--- config.mk ---
export PLATFORM = sky130hd
export DESIGN_NAME = lcd_frame_writer
export DESIGN_NICKNAME = d
export VERILOG_FILES = /design/src/rtl/lcd_frame_writer_pkg.sv /design/src/rtl/lcd_nibble_tx.sv /design/src/rtl/lcd_frame_writer.sv
export SDC_FILE = /design/constraint.sdc
export NUM_CORES = 1
export LEC_CHECK = 0
export CORE_ASPECT_RATIO = 1.5
export CORE_UTILIZATION = 41
export CTS_CLUSTER_SIZE = 12
export DETAILED_ROUTE_END_ITERATION = 8
export GPL_TIMING_DRIVEN = 1
export MAX_ROUTING_LAYER = met4
export PLACE_DENSITY = 0.63
export SYNTH_ARGS = -nofsm -noshare
export SYNTH_HDL_FRONTEND = slang
export SYNTH_SLANG_ARGS = --single-unit
--- constraint.sdc ---
create_clock -name clk -period 7.3 [get_ports clk]
set_input_delay 1.825 -clock clk [delete_from_list [all_inputs] [get_ports clk]]
set_output_delay 1.825 -clock clk [all_outputs]
set_load 0.005 [all_outputs]
--- src/rtl/lcd_frame_writer_pkg.sv ---
// Shared definitions for the 2x16 HD44780 frame writer: FSM states, LCD command bytes, line bases.
package lcd_defs;

   typedef enum logic [2:0] {
      PWR_WAIT, INIT, SET_ADDR, WR_CHAR, XFER, XWAIT, IDLE
   } lcdState_t;

   typedef enum logic [2:0] {
      TX_IDLE, TX_SETUP, TX_EHIGH, TX_HOLD, TX_GAP
   } txState_t;

   localparam logic [7:0] CMD_FUNCSET = 8'h28;
   localparam logic [7:0] CMD_ENTRY   = 8'h06;
   localparam logic [7:0] CMD_DISPON  = 8'h0C;
   localparam logic [7:0] CMD_CLEAR   = 8'h01;
   localparam logic [7:0] CMD_SETADDR = 8'h80;
   localparam logic [7:0] LINE1_BASE  = 8'h00;
   localparam logic [7:0] LINE2_BASE  = 8'h40;
   localparam logic [2:0] LAST_STEP   = 3'd7;

   // Steps 0-3 are bare upper nibbles (8-bit wake-up, then switch to 4-bit mode).
   function automatic logic [7:0] initByte(input logic [2:0] step);
      case (step)
         3'd0, 3'd1, 3'd2: initByte = 8'h30;
         3'd3:             initByte = 8'h20;
         3'd4:             initByte = CMD_FUNCSET;
         3'd5:             initByte = CMD_ENTRY;
         3'd6:             initByte = CMD_DISPON;
         default:          initByte = CMD_CLEAR;
      endcase
   endfunction

   function automatic logic initIsNibble(input logic [2:0] step);
      initIsNibble = (step < 3'd4);
   endfunction

   function automatic logic [7:0] addrByte(input logic [4:0] idx);
      addrByte = CMD_SETADDR | (idx[4] ? LINE2_BASE : LINE1_BASE) | {4'h0, idx[3:0]};
   endfunction

endpackage

--- src/rtl/lcd_nibble_tx.sv ---
// Sends one byte (or a lone upper nibble) on the LCD 4-bit bus with setup, E strobe and hold timing.
// Busy from start to the single-cycle done pulse; start is only honoured while idle.
module lcd_nibble_tx
   import lcd_defs::*;
#(
   parameter int T_EHIGH  = 12,
   parameter int T_NIBGAP = 50
) (
   input  logic       clk,
   input  logic       rst,
   input  logic       start,
   input  logic [7:0] txData,
   input  logic       rs,
   input  logic       nibbleOnly,
   output logic       done,
   output logic [3:0] sfD,
   output logic       lcdE,
   output logic       lcdRs
);

   txState_t   state, stateNext;
   logic [7:0] cnt, cntNext;
   logic [3:0] lowNib, lowNibNext, sfDNext;
   logic       lowPhase, lowPhaseNext, single, singleNext;
   logic       eNext, rsNext, doneNext;

   always_ff @(posedge clk) begin
      if (rst) begin
         state    <= TX_IDLE;
         cnt      <= '0;
         lowNib   <= '0;
         lowPhase <= 1'b0;
         single   <= 1'b0;
         sfD      <= '0;
         lcdE     <= 1'b0;
         lcdRs    <= 1'b0;
         done     <= 1'b0;
      end else begin
         state    <= stateNext;
         cnt      <= cntNext;
         lowNib   <= lowNibNext;
         lowPhase <= lowPhaseNext;
         single   <= singleNext;
         sfD      <= sfDNext;
         lcdE     <= eNext;
         lcdRs    <= rsNext;
         done     <= doneNext;
      end
   end

   always_comb begin
      stateNext    = state;
      cntNext      = cnt;
      lowNibNext   = lowNib;
      lowPhaseNext = lowPhase;
      singleNext   = single;
      sfDNext      = sfD;
      eNext        = lcdE;
      rsNext       = lcdRs;
      doneNext     = 1'b0;
      case (state)
         TX_IDLE: begin
            if (start) begin
               sfDNext      = txData[7:4];
               lowNibNext   = txData[3:0];
               rsNext       = rs;
               singleNext   = nibbleOnly;
               lowPhaseNext = 1'b0;
               cntNext      = '0;
               stateNext    = TX_SETUP;
            end
         end
         TX_SETUP: begin
            if (cnt == 8'd1) begin
               eNext     = 1'b1;
               cntNext   = '0;
               stateNext = TX_EHIGH;
            end else begin
               cntNext = cnt + 8'd1;
            end
         end
         TX_EHIGH: begin
            if (cnt == 8'(T_EHIGH - 1)) begin
               eNext     = 1'b0;
               stateNext = TX_HOLD;
            end else begin
               cntNext = cnt + 8'd1;
            end
         end
         TX_HOLD: begin
            if (lowPhase || single) begin
               doneNext  = 1'b1;
               stateNext = TX_IDLE;
            end else begin
               cntNext   = '0;
               stateNext = TX_GAP;
            end
         end
         TX_GAP: begin
            if (cnt == 8'(T_NIBGAP - 1)) begin
               sfDNext      = lowNib;
               lowPhaseNext = 1'b1;
               cntNext      = '0;
               stateNext    = TX_SETUP;
            end else begin
               cntNext = cnt + 8'd1;
            end
         end
         default: stateNext = TX_IDLE;
      endcase
   end

endmodule

--- src/rtl/lcd_frame_writer.sv ---
// Shadow frame with dirty bits for a 2x16 HD44780; runs init, then streams dirty cells as address+char.
// Writes accepted every cycle with no backpressure; identical writes coalesce, none are dropped.
module lcd_frame_writer
   import lcd_defs::*;
#(
   parameter int T_POWERUP = 750000,
   parameter int T_INIT1   = 205000,
   parameter int T_INIT2   = 5000,
   parameter int T_CMD     = 2000,
   parameter int T_CLEAR   = 82000,
   parameter int T_EHIGH   = 12,
   parameter int T_NIBGAP  = 50
) (
   input  logic       clk,
   input  logic       rst,
   input  logic       writeEnable,
   input  logic [4:0] location,
   input  logic [7:0] data,
   output logic       ready,
   output logic       busy,
   output logic [3:0] SF_D,
   output logic       LCD_E,
   output logic       LCD_RS,
   output logic       LCD_RW
);

   lcdState_t   state, stateNext, phase;
   logic [2:0]  step;
   logic [19:0] waitCnt, waitVal;
   logic [4:0]  ptr, capIdx, pick;
   logic [7:0]  capChar, txByte;
   logic [7:0]  shadow [32];
   logic [31:0] dirty, dirtyNext;
   logic        found, wrNew, capture, loadWait, stepInc, setReady;
   logic        txStart, txRs, txNib, txDone;

   assign LCD_RW = 1'b0;
   assign wrNew  = writeEnable && (shadow[location] != data);

   // Lowest dirty index at or after the scan pointer, wrapping past 31.
   always_comb begin
      found = 1'b0;
      pick  = ptr;
      for (int i = 0; i < 32; i++) begin
         if (!found && dirty[ptr + 5'(i)]) begin
            found = 1'b1;
            pick  = ptr + 5'(i);
         end
      end
   end

   // A same-cycle write re-dirties the cell being captured, so its new value goes out later.
   always_comb begin
      dirtyNext = dirty;
      if (capture) dirtyNext[pick] = 1'b0;
      if (wrNew)   dirtyNext[location] = 1'b1;
   end

   always_ff @(posedge clk) begin
      if (rst) state <= PWR_WAIT;
      else     state <= stateNext;
   end

   always_comb begin
      stateNext = state;
      txStart   = 1'b0;
      txByte    = 8'h00;
      txRs      = 1'b0;
      txNib     = 1'b0;
      capture   = 1'b0;
      loadWait  = 1'b0;
      waitVal   = '0;
      stepInc   = 1'b0;
      setReady  = 1'b0;
      case (state)
         PWR_WAIT: if (waitCnt == '0) stateNext = INIT;
         INIT: begin
            txStart   = 1'b1;
            txByte    = initByte(step);
            txNib     = initIsNibble(step);
            stateNext = XFER;
         end
         SET_ADDR: begin
            txStart   = 1'b1;
            txByte    = addrByte(capIdx);
            stateNext = XFER;
         end
         WR_CHAR: begin
            txStart   = 1'b1;
            txByte    = capChar;
            txRs      = 1'b1;
            stateNext = XFER;
         end
         XFER: begin
            if (txDone) begin
               loadWait  = 1'b1;
               stateNext = XWAIT;
               if (phase == INIT) begin
                  case (step)
                     3'd0:      waitVal = 20'(T_INIT1 - 1);
                     3'd1:      waitVal = 20'(T_INIT2 - 1);
                     LAST_STEP: waitVal = 20'(T_CLEAR - 1);
                     default:   waitVal = 20'(T_CMD - 1);
                  endcase
               end else begin
                  waitVal = 20'(T_CMD - 1);
               end
            end
         end
         XWAIT: begin
            if (waitCnt == '0) begin
               case (phase)
                  INIT: begin
                     if (step == LAST_STEP) begin
                        setReady  = 1'b1;
                        stateNext = IDLE;
                     end else begin
                        stepInc   = 1'b1;
                        stateNext = INIT;
                     end
                  end
                  SET_ADDR: stateNext = WR_CHAR;
                  default:  stateNext = IDLE;
               endcase
            end
         end
         IDLE: begin
            if (found) begin
               capture   = 1'b1;
               stateNext = SET_ADDR;
            end
         end
         default: stateNext = PWR_WAIT;
      endcase
   end

   always_ff @(posedge clk) begin
      if (rst) begin
         waitCnt <= 20'(T_POWERUP - 1);
         step    <= '0;
         ptr     <= '0;
         capIdx  <= '0;
         capChar <= 8'h20;
         phase   <= INIT;
         ready   <= 1'b0;
         busy    <= 1'b0;
         dirty   <= '0;
         for (int i = 0; i < 32; i++) shadow[i] <= 8'h20;
      end else begin
         dirty <= dirtyNext;
         busy  <= (stateNext != IDLE) | (|dirtyNext);
         if (loadWait)             waitCnt <= waitVal;
         else if (waitCnt != '0)   waitCnt <= waitCnt - 20'd1;
         if (stepInc)  step  <= step + 3'd1;
         if (txStart)  phase <= state;
         if (setReady) ready <= 1'b1;
         if (capture) begin
            capIdx  <= pick;
            capChar <= shadow[pick];
            ptr     <= pick + 5'd1;
         end
         if (wrNew) shadow[location] <= data;
      end
   end

   lcd_nibble_tx #(
      .T_EHIGH (T_EHIGH),
      .T_NIBGAP(T_NIBGAP)
   ) nibbleTx (
      .clk       (clk),
      .rst       (rst),
      .start     (txStart),
      .txData    (txByte),
      .rs        (txRs),
      .nibbleOnly(txNib),
      .done      (txDone),
      .sfD       (SF_D),
      .lcdE      (LCD_E),
      .lcdRs     (LCD_RS)
   );

endmodule

==> results of run 1 <==
## tightest hold or removal path, stage by stage (launching register included)
cell and delay, ns:
dfxtp_1 0.31, nand2_1 0.05, a21oi_1 0.05
## cell usage in the layout (no fill, tap or decap), drive strengths merged, types with 23 or more instances in the layout
cell type  Yosys  routed
a211oi        32      32
a21oi        113     113
a22oi         48      48
and2          46      46
and3         211     211
buf           72     270
clkbuf       174      66
dfxtp        105     105
edfxtp       256     256
ha            25      25
inv           43      46
mux2          70      70
mux2i        128     128
mux4         195     195
nand2        235     235
nand3         60      60
nand3b        36      36
nand4         28      28
nor2         181     181
nor3          58      58
nor4          23      23
o21ai         83      83
o22ai         33      33
xnor2         34      34
xor2          24      24
## layer usage
layer | vias to the layer above | wire length, µm | GRT usage (%)
met3 | 518 | 8050 | 6.39
met4 | 0 | 13400 | 33.9
met2 | 1300 | 62500 | 66.5
met1 | 11800 | 38400 | 36.3
li1 | 10100 | - | -
met5 | - | 0 | -
## logic make-up (layout without fill, tap and decap cells)
group	Yosys count	after routing	share of synthesized area, %
xor gates and xnor gates	58	58	1.90
AOI/OAI and AO/OA	478	478	12.0
DFF	361	361	36.7
buffers and inverters	291	406	4.97
and+or+nand+nor	971	971	18.9
muxes	393	393	24.3
other	1	6	0.0141
adders and majority gates	25	25	1.17
## state kept, by name (all words and copies together), names as in the netlist
signal / flops
nibbleTx.done: 1
waitCnt: 20
capChar: 8
step: 3
ready: 1
shadow: 256
nibbleTx.lowNib: 4
nibbleTx.lowPhase: 1
phase: 3
state: 3
nibbleTx.state: 3
nibbleTx.cnt: 8
nibbleTx.lcdRs: 1
dirty: 32
capIdx: 5
busy: 1
ptr: 5
nibbleTx.sfD: 4
nibbleTx.lcdE: 1
nibbleTx.single: 1
## how the worst max path moves through the flow
stage / from / to
2_1_floorplan: ptr[1]$_SDFFE_PP0N_ / busy$_SDFF_PP0_
3_3_place_gp: ptr[1]$_SDFFE_PP0N_ / capChar[1]$_SDFFE_PP0N_
3_5_place_dp: ptr[1]$_SDFFE_PP0N_ / capChar[1]$_SDFFE_PP0N_
4_1_cts: ptr[1]$_SDFFE_PP0N_ / capChar[7]$_SDFFE_PP0N_
5_1_grt: ptr[1]$_SDFFE_PP0N_ / capChar[7]$_SDFFE_PP0N_
6_report: ptr[1]$_SDFFE_PP0N_ / capChar[7]$_SDFFE_PP0N_
## where the power goes
part           total [mW]  internal (mW)  switching, mW
sequential           2.50           2.29          0.210
clock                1.92           1.07          0.853
combinational        9.03           3.51           5.52
total                13.4           6.86           6.59
## layout make-up
class                   count  area (µm²)  area share, %
clock inverters             5        77.6          0.255
flip-flops and latches    361        9790           32.2
clock buffers              65        1130           3.71
diodes                      5        12.5         0.0412
repair buffers            291        2400           7.89
well taps                 870        1090           3.58
multi-input cells        1926       15700           51.7
inverters                  45         178          0.585
## through the flow
stage / TNS, ns / util [%] / instances / power, mW
final: 0 / 47.1 / 3568 / 13.4
after global routing: -0.0166 / 47.1 / 3567 / 13.8
after CTS: 0 / 46.9 / 3557 / 13.2
after detailed placement: -0.928 / 45.0 / 3485 / 11.2
after global placement: -0.706 / 45.0 / 3485 / 11.3
after floorplan: 0 / - / 2578 / 7.47
## repair_timing
action,CTS,global route
buffers inserted,2,5
pin swaps,1,2
gates resized for setup,5,11
gates cloned,0,0
endpoints found under the setup margin,8,9
==> impl_metrics.ini, run 1 <==
[status]
outcome = complete, but fails checks
violations = max-capacitance violations

[critical_path]
r2r-end = capChar[7]$_SDFFE_PP0N_
reg2reg_from = ptr[1]$_SDFFE_PP0N_
path_cells = clkinv_2 -> ha_2 -> buf_4 -> mux4_2 -> mux4_2 -> mux2i_4 -> nand2_2 -> or4_1 -> or4_1 -> buf_4 -> nor3_2 -> nor3_1 -> a211oi_1 -> nor3_1 -> or2_1 -> inv_6 -> buf_4 -> buf_4 -> mux2i_1 -> o22ai_1 -> nor4bb_1 -> a311oi_1
critPathMaxStageDelay_ns = 0.62
r2r_slack_ns = 0.15
cpMostUsedCell = buf_4
start_kind = flip-flop
crit_fanout = 14
worstSetupPathType = reg2reg
cp_num_cells = 22
path_delay_family = simple AND/OR/NAND/NOR gates
rr_worst_depth = 22
path_buf_inv = 6
critPathArrivalTime_ns = 7.55
crit_path_end_kind = flip-flop
required_ns = 7.70
slowest_stage = or4_1

[final_layout]
syn2layout_area_growth_pct = 13.9
drive_above_1_share_pct = 24.0
nets = 2704
fill_cells = 6069
fin_area_um2 = 30400

[timing]
fmax_mhz = 140
finalHoldViolCount = 0
layout_min_cycle_time_ns = 7.15
setup_violations = 0
worst_pin_slew_ns = 1.48
fin_hold_ws_ns = 0.454
maxSlewViolCount = 0
relSlewSlack_pct = 0.313
setup_ws_ns = 0.151
finalCritPeriodShare_pct = 97.9
fin_skew_ns = 0.0343

[placement]
port_buffers = 23
place_area_um2 = 29000
gp_congestion = 1.06
dp_hpwl_um = 92600
dp_slack_ns = -0.357

[cts]
hold_buffers = 0
htree_levels = 2
cts_root_buffer = clkbuf_16
cts_tree = built
cts_sinks = 361
path_clk_slew_ns = 0.06
numCtsBuffers = 38
clockBufferDepth = 3
insertion_delay_ns = 0.58

[floorplan]
die_h_um = 314
design.core.area_um2 = 64500
start_util_pct = 41.4
rows = 114
die_x_um = 210
ios = 25
design.die.area_um2 = 66100

[synthesis]
async_flop_share_pct = 0
yosys-top-cells-area = edfxtp_1 (29%), mux4_2 (16%), dfxtp_1 (7.9%), and3_1 (4.9%), mux2i_1 (4.7%)
synthTopCellsByCount = edfxtp_1 (256), nand2_1 (234), and3_1 (211)
synthDistinctLibCells = 97
ys_seq_elements = 361
synth_top_cell_by_area = edfxtp_1
yosysWarnings = 0
synth_area_um2 = 26700
synth-edff-count = 256
synth_top_area_share_pct = 28.8
synth_seq_area_share_pct = 36.7
syn_avg_cell_area_um2 = 10.4
synth_nets = 2619
ys.flop_type = edfxtp_1
synth_most_common_cell = edfxtp_1
postSynthCellCount = 2578

[grt]
grt_overflow = 0
grt_max_degree = 57
grt_pass1_vias = 23800
grt_use_total_pct = 38.2
grt_pass1_wl_um = 174000
antenna_found_initial = 5

[route]
drc = 0
avgViaCountPerCell = 6.66
wirelength_um = 122000
vias = 23800
drtPass1Iterations = 6
wl_per_cell_um = 34.3
drt_iter0_markers = 2396
postRouteAntennaNets = 0

[power_and_ir_drop]
ir_worst_vdd_mv = 0.576
total_leakage_power_nw = 11.7
p_per_area_nw_per_um2 = 442

[hold_path]
hold_start = capIdx[1]$_SDFFE_PP0N_
hold_end = capIdx[1]$_SDFFE_PP0N_
min_path_cells = 2
hold_class = reg2reg

[flow_run]
maxCapViolations = 1
No activity file was read; power rests on OpenSTA's default activity.
==> run 2: changes to the inputs <==
--- a/config.mk
+++ b/config.mk
@@ -9,7 +9,7 @@
 export CORE_UTILIZATION = 41
 export CTS_CLUSTER_SIZE = 12
 export DETAILED_ROUTE_END_ITERATION = 8
-export GPL_TIMING_DRIVEN = 1
+export GPL_TIMING_DRIVEN = 0
 export MAX_ROUTING_LAYER = met4
 export PLACE_DENSITY = 0.63
 export SYNTH_ARGS = -nofsm -noshare
==> run 2 against run 1 <==
Against the previous run:
- routed wire length grew 16%
- the run now ends clean
- sequential cell count is the same
- highest routed layer unchanged
- first-iteration DRC count grew 17%
- combinational power grew 27%
- final area grew 3.1%
- critical endpoint is now capChar[2]$_SDFFE_PP0N_
- critical path depth grew 2
- register-to-register slack lost 0.14 ns
- non-clock buffer count grew 55
- die area is the same
==> impl_metrics.ini, run 2 (synthesized netlist as in run 1, its figures left out) <==
[status]
outcome = complete, no violations

[floorplan]
rows = 114
design.die.area_um2 = 66100
die_h_um = 314
ios = 25
start_util_pct = 41.4
design.core.area_um2 = 64500
die_x_um = 210

[cts]
insertion_delay_ns = 0.61
htree_levels = 2
hold_buffers = 0
cts_sinks = 361
clockBufferDepth = 3
path_clk_slew_ns = 0.07
cts_tree = built
numCtsBuffers = 39
cts_root_buffer = clkbuf_16

[critical_path]
crit_path_end_kind = flip-flop
rr_worst_depth = 24
start_kind = flip-flop
required_ns = 7.79
worstSetupPathType = reg2reg
critPathArrivalTime_ns = 7.78
crit_fanout = 13
r2r_slack_ns = 0.008

[route]
drc = 0
vias = 24900
avgViaCountPerCell = 6.88
wl_per_cell_um = 39.2
wirelength_um = 142000
postRouteAntennaNets = 0
drtPass1Iterations = 6
drt_iter0_markers = 2793

[final_layout]
largest_reg_flops = 256
final_cell_mix = edfxtp_1 (256), nand2_1 (229), and3_1 (211), mux4_2 (195), nor2_1 (172)
syn2layout_area_growth_pct = 17.4
largest_registers = shadow x256, dirty x32, waitCnt x20
final_util_pct = 48.6
nets = 2760
final_common_cell = edfxtp_1
fill_cells = 6044
finalNonFillerCells = 3617
top_register = shadow
drive_above_1_share_pct = 24.5

[grt]
use_met3_pct = 9.44
globalRouteMet2Util_pct = 73.1
grt_overflow = 0
grt_pass1_wl_um = 196000
top_usage_layer = met2
grtUsageMet1_pct = 41.4
grt_use_total_pct = 44.5
antenna_found_initial = 3
grt_pass1_vias = 24500
grt_max_degree = 19

[placement]
port_buffers = 18
dpl.cell_count = 3472
gp_congestion = 1.06
dp_hpwl_um = 108000

[timing]
finalHoldViolCount = 0
fin_hold_ws_ns = 0.463
maxSlewViolCount = 0
layout_min_cycle_time_ns = 7.29
setup_violations = 0
worst_pin_slew_ns = 1.46
rsz0062_at_grt = yes
fmax_mhz = 137
finalCritPeriodShare_pct = 99.9
fin_skew_ns = 0.0446
relSlewSlack_pct = 2.91

[hold_path]
min_path_cells = 2
hold_class = reg2reg

[power_and_ir_drop]
total_leakage_power_nw = 11.7
ir_worst_vdd_mv = 0.486
p_per_area_nw_per_um2 = 504

[flow_run]
maxCapViolations = 0
## run 2: cell types whose count changed in the layout (fill, tap and decap cells not counted), sizes merged
| cell | before | now |
|---|---|---|
| diode | 5 | 4 |
| clkdlybuf4s50 | 20 | 18 |
| inv | 46 | 42 |
| buf | 270 | 157 |
| clkdlybuf4s15 | 0 | 1 |
| clkinv | 3 | 12 |
| clkinvlp | 1 | 2 |
| clkbuf | 66 | 224 |
## run 2: routing by layer
metal	routed length, µm	up-vias
met5	0	-
met4	20000	0
met3	10600	740
met2	68500	1650
met1	42700	12200
li1	-	10200
## run 2: power breakdown
| group | switching (mW) | total (mW) | internal, mW | leakage, nW |
|---|---|---|---|---|
| Clock | 0.875 | 1.94 | 1.06 | 0.590 |
| Sequential | 0.0571 | 2.34 | 2.28 | 3.53 |
| Combinational | 7.34 | 11.5 | 4.18 | 7.55 |
| Total | 8.27 | 15.8 | 7.53 | 11.7 |
## run 2: cell type report
| cell class | count | area (µm²) | area share [%] |
|---|---|---|---|
| Clock inverter | 11 | 95.1 | 0.304 |
| Antenna cell | 4 | 10.0 | 0.0320 |
| Sequential cell | 361 | 9800 | 31.3 |
| Buffer | 235 | 1440 | 4.60 |
| Timing Repair Buffer | 111 | 966 | 3.08 |
| Inverter | 45 | 231 | 0.739 |
| Tap cell | 870 | 1090 | 3.47 |
| Clock buffer | 54 | 1100 | 3.53 |
| Multi-Input combinational cell | 1926 | 16600 | 53.0 |
## run 2: worst paths after layout
| path | to | from |
|---|---|---|
| hold reg to reg | capIdx[0]$_SDFFE_PP0N_ | capIdx[0]$_SDFFE_PP0N_ |
| hold / removal | capIdx[0]$_SDFFE_PP0N_ | capIdx[0]$_SDFFE_PP0N_ |
| setup / recovery | capChar[2]$_SDFFE_PP0N_ | ptr[1]$_SDFFE_PP0N_ |
| setup reg to reg | capChar[2]$_SDFFE_PP0N_ | ptr[1]$_SDFFE_PP0N_ |
## run 2: timing repair
action | in CTS | in global routing
endpoints found under the setup margin | 97 | 114
resized for setup | 230 | 109
setup buffers | 58 | 28
pin swaps | 22 | 20
## run 2: critical path, stage by stage, from the launching register on
cell and delay (ns):
dfxtp_4 0.43, buf_12 0.14, buf_12 0.13, buf_12 0.13, clkinv_16 0.09, ha_4 0.29
clkbuf_16 0.16, mux4_2 0.59, mux4_2 0.54, mux2i_4 0.18, buf_12 0.15, and4_4 0.24
nand4_1 0.28, buf_6 0.26, buf_4 0.13, a221oi_2 0.52, a311oi_2 0.23, nor2_2 0.36
o21ai_2 0.21, nand2_1 0.14, clkbuf_1 0.45, nand2_1 0.23, nor2_1 0.63, a21oi_1 0.33
a311oi_1 0.32
## run 2: through the flow
step | power [mW] | worst slack [ns] | cell area (µm²) | TNS, ns
after floorplan | 7.47 | 0.0266 | 26700 | 0
after global placement | 11.2 | -3.85 | 28000 | -415.50
after detailed placement | 11.2 | -3.09 | 28100 | -220.96
after CTS | 14.8 | -0.136 | 30800 | -0.190
after global routing | 15.9 | -0.0511 | 31300 | -0.0674
final | 15.8 | 0.00778 | 31300 | 0
==> RTL change 1, RTL diff (settings of run 2) <==
Change the parameter `T_INIT1` from 205000 to 131072.
--- a/src/rtl/lcd_frame_writer.sv
+++ b/src/rtl/lcd_frame_writer.sv
@@ -6,3 +6,3 @@
    parameter int T_POWERUP = 750000,
-   parameter int T_INIT1   = 205000,
+   parameter int T_INIT1   = 131072,
    parameter int T_INIT2   = 5000,
Function: same outputs for any inputs over 4 cycles, from zero or initial values and one cycle with rst high; that may be too few to reach the edited logic, so the function may still have changed.
==> RTL change 1 against run 2 <==
The run now ends with negative setup slack left; count of clock-buffer cells in the layout fell by 1; worst setup slack got worse by 0.19 ns; synthesized area shrank 0.46%; sequential cell count stayed put; largest cell class unchanged; maximum frequency is 2.6% lower; wire length shrank 5.7%; register-to-register slack worse by 0.09 ns; die area decreased by 0.46%; non-clock buffer count down 19; design area decreased by 2.1%; highest routed layer unchanged; via count down 2.4%.
Power is not compared: it rests on default switching activity, and its combinational part moved more than twofold at a synthesized area within 25%.
==> RTL change 1: results (changes against run 2) <==
Placement
• **cell total after placement** 3296, -5.1%
• **Final GP Congestion** 1.08, +1.9%
• **Post-DP Area** 27800 um2, -0.97%
• **total half-perimeter wirelength after legalization and detailed placement** 100 mm, -7.6%
• **dpl ws** -4.36 ns, -1.27 ns

Status
• **violated checks** negative setup slack
• **run status** complete, but fails checks

Layout
• **final net count** 2646, -4.1%
• **share of final-layout standard cells stronger than drive strength 1** 23.4%, -1.1 points
• **biggest registers after layout** shadow (256), dirty (32), waitCnt (20)
• **filler instances** 5897, -2.4%
• **Cell Count, Final, Fillers Out** 3434, -5.1%

Synth
• **mean cell area of the mapped netlist** 10.8 um2, +3.9%
• **number of distinct library cell variants in the gate-level netlist after synthesis** 107, +10%
• **most frequent cells after synthesis** sky130_fd_sc_hd__edfxtp_1 (256), sky130_fd_sc_hd__and3_1 (223), sky130_fd_sc_hd__mux4_2 (201)
• **share of synthesized area occupied by flip-flops and latches** 36.9%, +0.17 points
• **cell types with the largest area share after synthesis** sky130_fd_sc_hd__edfxtp_1 (29%), sky130_fd_sc_hd__mux4_2 (17%), sky130_fd_sc_hd__dfxtp_1 (7.9%)
• **Syn Nets** 2511, -4.1%

Timing
• **post-route setup TNS** -1.69 ns, -1.69 ns
• **worst-case clock skew** 0.0316 ns, -0.0130 ns
• **final setup fails** 14, +14
• **actual transition at the worst max-transition pin** 1.46 ns, +0.00143 ns
• **setup ws final** -0.184 ns, -0.191 ns

Clocking
• **Longest Clk Path Bufs** 3, unchanged
• **number of buffers created by CTS** 39, unchanged
• **latest clock arrival within the worst-skew pair** 0.63 ns, +0.02 ns

Critical path
• **Arrival @ worst endpoint** 7.80 ns, +0.02 ns
• **launching instance or port of the critical path** location[1]
• **largest fanout on the critical path** 10, -3
• **launch instance of the worst register-to-register path** ptr[1]$_SDFFE_PP0N_

Power
• **switching part of the total power** 33.1%
• **IR Drop Worst-Case VDD** 212 uV

Global route
• **antenna violations before repair** 3, unchanged
• **first-pass GRT wire length** 185 mm, -5.6%
• **total routing resource utilization after global routing** 41.9%, -2.6 points
• **number of global-route vias before repair** 23884, -2.5%

Worst hold path
• **launch instance of the worst min-delay path** capIdx[0]$_SDFFE_PP0N_
• **path class of the lowest-slack min-delay path** reg -> reg

Routing
• **DRT iter0 DRCs** 2696, -3.5%
• **post-DR vias/cell** 7.07, +2.8%
• **DRT Wirelength** 134 mm, -5.7%

-- RTL change 1: cell families after synthesis --
kind of cell,Yosys count,synth area share (%)
buf+inv,275,4.70
simple gates,888,18.0
xor+xnor,61,2.17
compound gates,440,11.5
fa+ha+maj,25,1.18
other cells,1,0.0141
mux,419,25.5
flops,361,36.9
-- RTL change 1: path summary, 6_finish.rpt --
| path | slack (ns) | to | cells past startpoint |
|---|---|---|---|
| worst max-delay path | -0.18 | shadow[10][5]$_SDFFCE_PN1P_ | 13 |
| worst min-delay path | 0.47 | capIdx[0]$_SDFFE_PP0N_ | 2 |
| worst max register to register | -0.08 | busy$_SDFF_PP0_ | 31 |
| worst min register to register | 0.47 | capIdx[0]$_SDFFE_PP0N_ | 2 |
-- RTL change 1: routing by layer --
| layer | vias to the layer above | part of all wire [%] | routed length [um] | track usage (%) |
|---|---|---|---|---|
| met1 | 11871 | 30 | 40400 | 38.9 |
| met3 | 803 | 8.1 | 10800 | 9.54 |
| met2 | 1743 | 48 | 63900 | 67.8 |
| li1 | 9859 | - | - | - |
| met4 | 0 | 14 | 18600 | 46.6 |
| met5 | - | 0 | 0 | - |
-- RTL change 1: what timing repair did --
action                                  in CTS  in global routing
endpoints found under the setup margin      59                 20
pin swaps                                   23                 27
cloned                                       1                  0
setup buffers                               48                 28
gates resized for setup                    182                 85
-- RTL change 1: cell type report --
class	instances	area, um2	share of cell area, %
inverters	42	185	0.604
repair buffers	99	866	2.82
clock buffers	53	1070	3.49
flip-flops and latches	361	9800	31.9
multi-input cells	1834	16300	53.1
plain buffers	228	1370	4.45
well taps	805	1010	3.28
clock inverters	10	98.8	0.322
diodes	2	5.00	0.0163
-- RTL change 1: worst max-delay path, stage by stage --
cell and delay [ns]:
sky130_fd_sc_hd__buf_1 0.76, sky130_fd_sc_hd__clkbuf_1 1.07, sky130_fd_sc_hd__mux4_2 0.48, sky130_fd_sc_hd__a22oi_1 0.40, sky130_fd_sc_hd__nand4_1 0.21, sky130_fd_sc_hd__xnor2_1 0.19
sky130_fd_sc_hd__nand4_1 0.09, sky130_fd_sc_hd__o21a_1 0.26, sky130_fd_sc_hd__nand2_1 0.30, sky130_fd_sc_hd__nor3b_1 0.33, sky130_fd_sc_hd__clkbuf_1 0.65, sky130_fd_sc_hd__clkdlybuf4s15_1 1.01
sky130_fd_sc_hd__nand3b_1 0.16
-- RTL change 1: power by group through the flow --
stage | Sequential [mW] | Clock, mW | Combinational (mW)
floorplan | 2.31 | 0 | 0.690
global placement | 2.32 | 0 | 1.18
detailed placement | 2.33 | 0 | 1.19
CTS | 2.28 | 1.93 | 1.31
global route | 2.29 | 2.02 | 1.43
finish | 2.29 | 1.95 | 1.42
==> RTL change 2, RTL diff (flow settings as in run 2) <==
Without the edit above. The 7 states of `lcdState_t` get a one-hot encoding in 7 bits.
--- a/src/rtl/lcd_frame_writer_pkg.sv
+++ b/src/rtl/lcd_frame_writer_pkg.sv
@@ -3,4 +3,4 @@
 
-   typedef enum logic [2:0] {
-      PWR_WAIT, INIT, SET_ADDR, WR_CHAR, XFER, XWAIT, IDLE
+   typedef enum logic [6:0] {
+      PWR_WAIT = 7'b0000001, INIT = 7'b0000010, SET_ADDR = 7'b0000100, WR_CHAR = 7'b0001000, XFER = 7'b0010000, XWAIT = 7'b0100000, IDLE = 7'b1000000
    } lcdState_t;
Formal check against the unedited RTL: no difference found for any inputs over 4 cycles, from zero or initial values and one cycle with rst high; so few cycles prove little.
==> RTL change 2 against run 2 <==
The flow now finishes with violations (negative setup slack); utilization increased by 0.88 points; sequential cell count up 8; first-iteration DRC count up 15%; register-to-register slack got worse by 0.16 ns; design area is 3.4% higher; worst setup slack worse by 0.26 ns; synthesized area is 1.5% higher; wire length increased by 6.5%; die area grew 1.5%; critical path type is now in -> reg.
Power is not compared: it rests on default switching activity, and its combinational part moved more than twofold at a synthesized area within 25%.
==> RTL change 2: results (changes against run 2) <==
Status
• **run status** complete, but fails checks
• **violated checks** negative setup slack

Placement
• **dpl ws** -4.67 ns, -1.58 ns
• **cell total after placement** 3545, +2.1%
• **Final GP Congestion** 1.13, +5.9%
• **total half-perimeter wirelength after legalization and detailed placement** 113 mm, +4.3%
• **Port Buf Inserts** 17, -1

Critical path
• **largest fanout on the critical path** 10, -3
• **endpoint of the lowest-slack register-to-register path** busy$_SDFF_PP0_
• **largest incremental delay on the critical path** 1.05 ns, +0.42 ns
• **Arrival @ worst endpoint** 8.03 ns, +0.25 ns
• **family with the most delay on the worst path** buffers and inverters
• **library cell contributing the largest single delay on the critical path** sky130_fd_sc_hd__clkbuf_1
• **minimum setup slack among reg-to-reg paths** -0.15 ns, -0.16 ns
• **R2R depth** 26, +8.3%

Synth
• **cell types with the largest area share after synthesis** sky130_fd_sc_hd__edfxtp_1 (28%), sky130_fd_sc_hd__mux4_2 (14%), sky130_fd_sc_hd__dfxtp_1 (8.3%)
• **share of synthesized area occupied by flip-flops and latches** 36.7%, about the same
• **number of distinct library cell variants in the gate-level netlist after synthesis** 90, -7.2%
• **Syn Nets** 2689, +2.7%
• **Post-Syn Instances** 2648, +2.7%
• **most frequent cells after synthesis** sky130_fd_sc_hd__edfxtp_1 (256), sky130_fd_sc_hd__and3_1 (232), sky130_fd_sc_hd__nand2_1 (201)

Timing
• **final setup fails** 65, +65
• **setup ws final** -0.254 ns, -0.261 ns
• **Rel. slew slack** 9.64%, +6.7 points
• **worst-case clock skew** 0.0245 ns, -0.0201 ns

Global route
• **met2 Track Usage GR** 74.1%, +1.1 points
• **first-pass GRT wire length** 205 mm, +4.7%
• **maximum number of pins on one net before global-route repair** 16, -3
• **number of global-route vias before repair** 25847, +5.5%
• **antenna violations before repair** 8, +5
• **total routing resource utilization after global routing** 46.3%, +1.8 points
• **met3 demand-to-capacity share in global routing** 13.2%, +3.8 points

Layout
• **filler instances** 6130, +1.4%
• **Cell Count, Final, Fillers Out** 3732, +3.2%

Routing
• **DRT iter0 DRCs** 3209, +15%
• **Pre-antenna DRT Iters** 7, +1
• **routed wl met2** 71.6 mm, +4.5%
• **post-DR vias/cell** 7.09, +3.0%
• **DR WL met3** 12.9 mm, +22%

Clocking
• **latest clock arrival within the worst-skew pair** 0.63 ns, +0.02 ns
• **number of buffers created by CTS** 41, +5.1%

## RTL change 2: metrics by stage
step | cell area (um2) | hold slack [ns]
final | 32400 | 0.458
after CTS | 31300 | 0.459
after detailed placement | 28500 | 0.440
after global placement | 28400 | 0.435
after global routing | 32400 | 0.471
after floorplan | 27100 | 0.420
## RTL change 2: cell type report
class	instances	share of cell area [%]
buffer	227	4.39
inverter	35	0.576
clock inverter	16	0.529
sequential	369	30.7
antenna	11	0.0850
multi-input combinational	2011	53.2
timing repair buffer	132	3.61
tap	877	3.39
clock buffer	54	3.45
## RTL change 2: timing repair
item	in CTS	in global routing
setup endpoints to repair	205	226
hold endpoints to repair	0	0
setup buffers	56	54
hold buffers	0	0
pin swaps	25	33
gates cloned	0	2
resized for setup	253	144
## RTL change 2: worst max path at each step
stage                   startpoint                          end  slack (ns)  cells past startpoint
2_1_floorplan  ptr[1]$_SDFFE_PP0N_              busy$_SDFF_PP0_        0.10                     29
3_3_place_gp   ptr[1]$_SDFFE_PP0N_              busy$_SDFF_PP0_       -4.69                     29
3_5_place_dp   ptr[1]$_SDFFE_PP0N_              busy$_SDFF_PP0_       -4.67                     29
4_1_cts        ptr[1]$_SDFFE_PP0N_              busy$_SDFF_PP0_       -0.03                     31
5_1_grt        ptr[0]$_SDFFE_PP0N_              busy$_SDFF_PP0_       -0.21                     25
6_report               location[1]  shadow[23][2]$_SDFFCE_PN0P_       -0.25                     13
## RTL change 2: cells by family after synthesis
logic type	count (synthesis)	share of synthesized area, %
DFF	369	36.7
buffers and inverters	268	4.22
and+or+nand+nor	1016	20.0
AOI/OAI and AO/OA	515	13.2
adders and majority gates	25	1.15
xor gates and xnor gates	64	2.07
muxes	390	22.6
other	1	0.0138
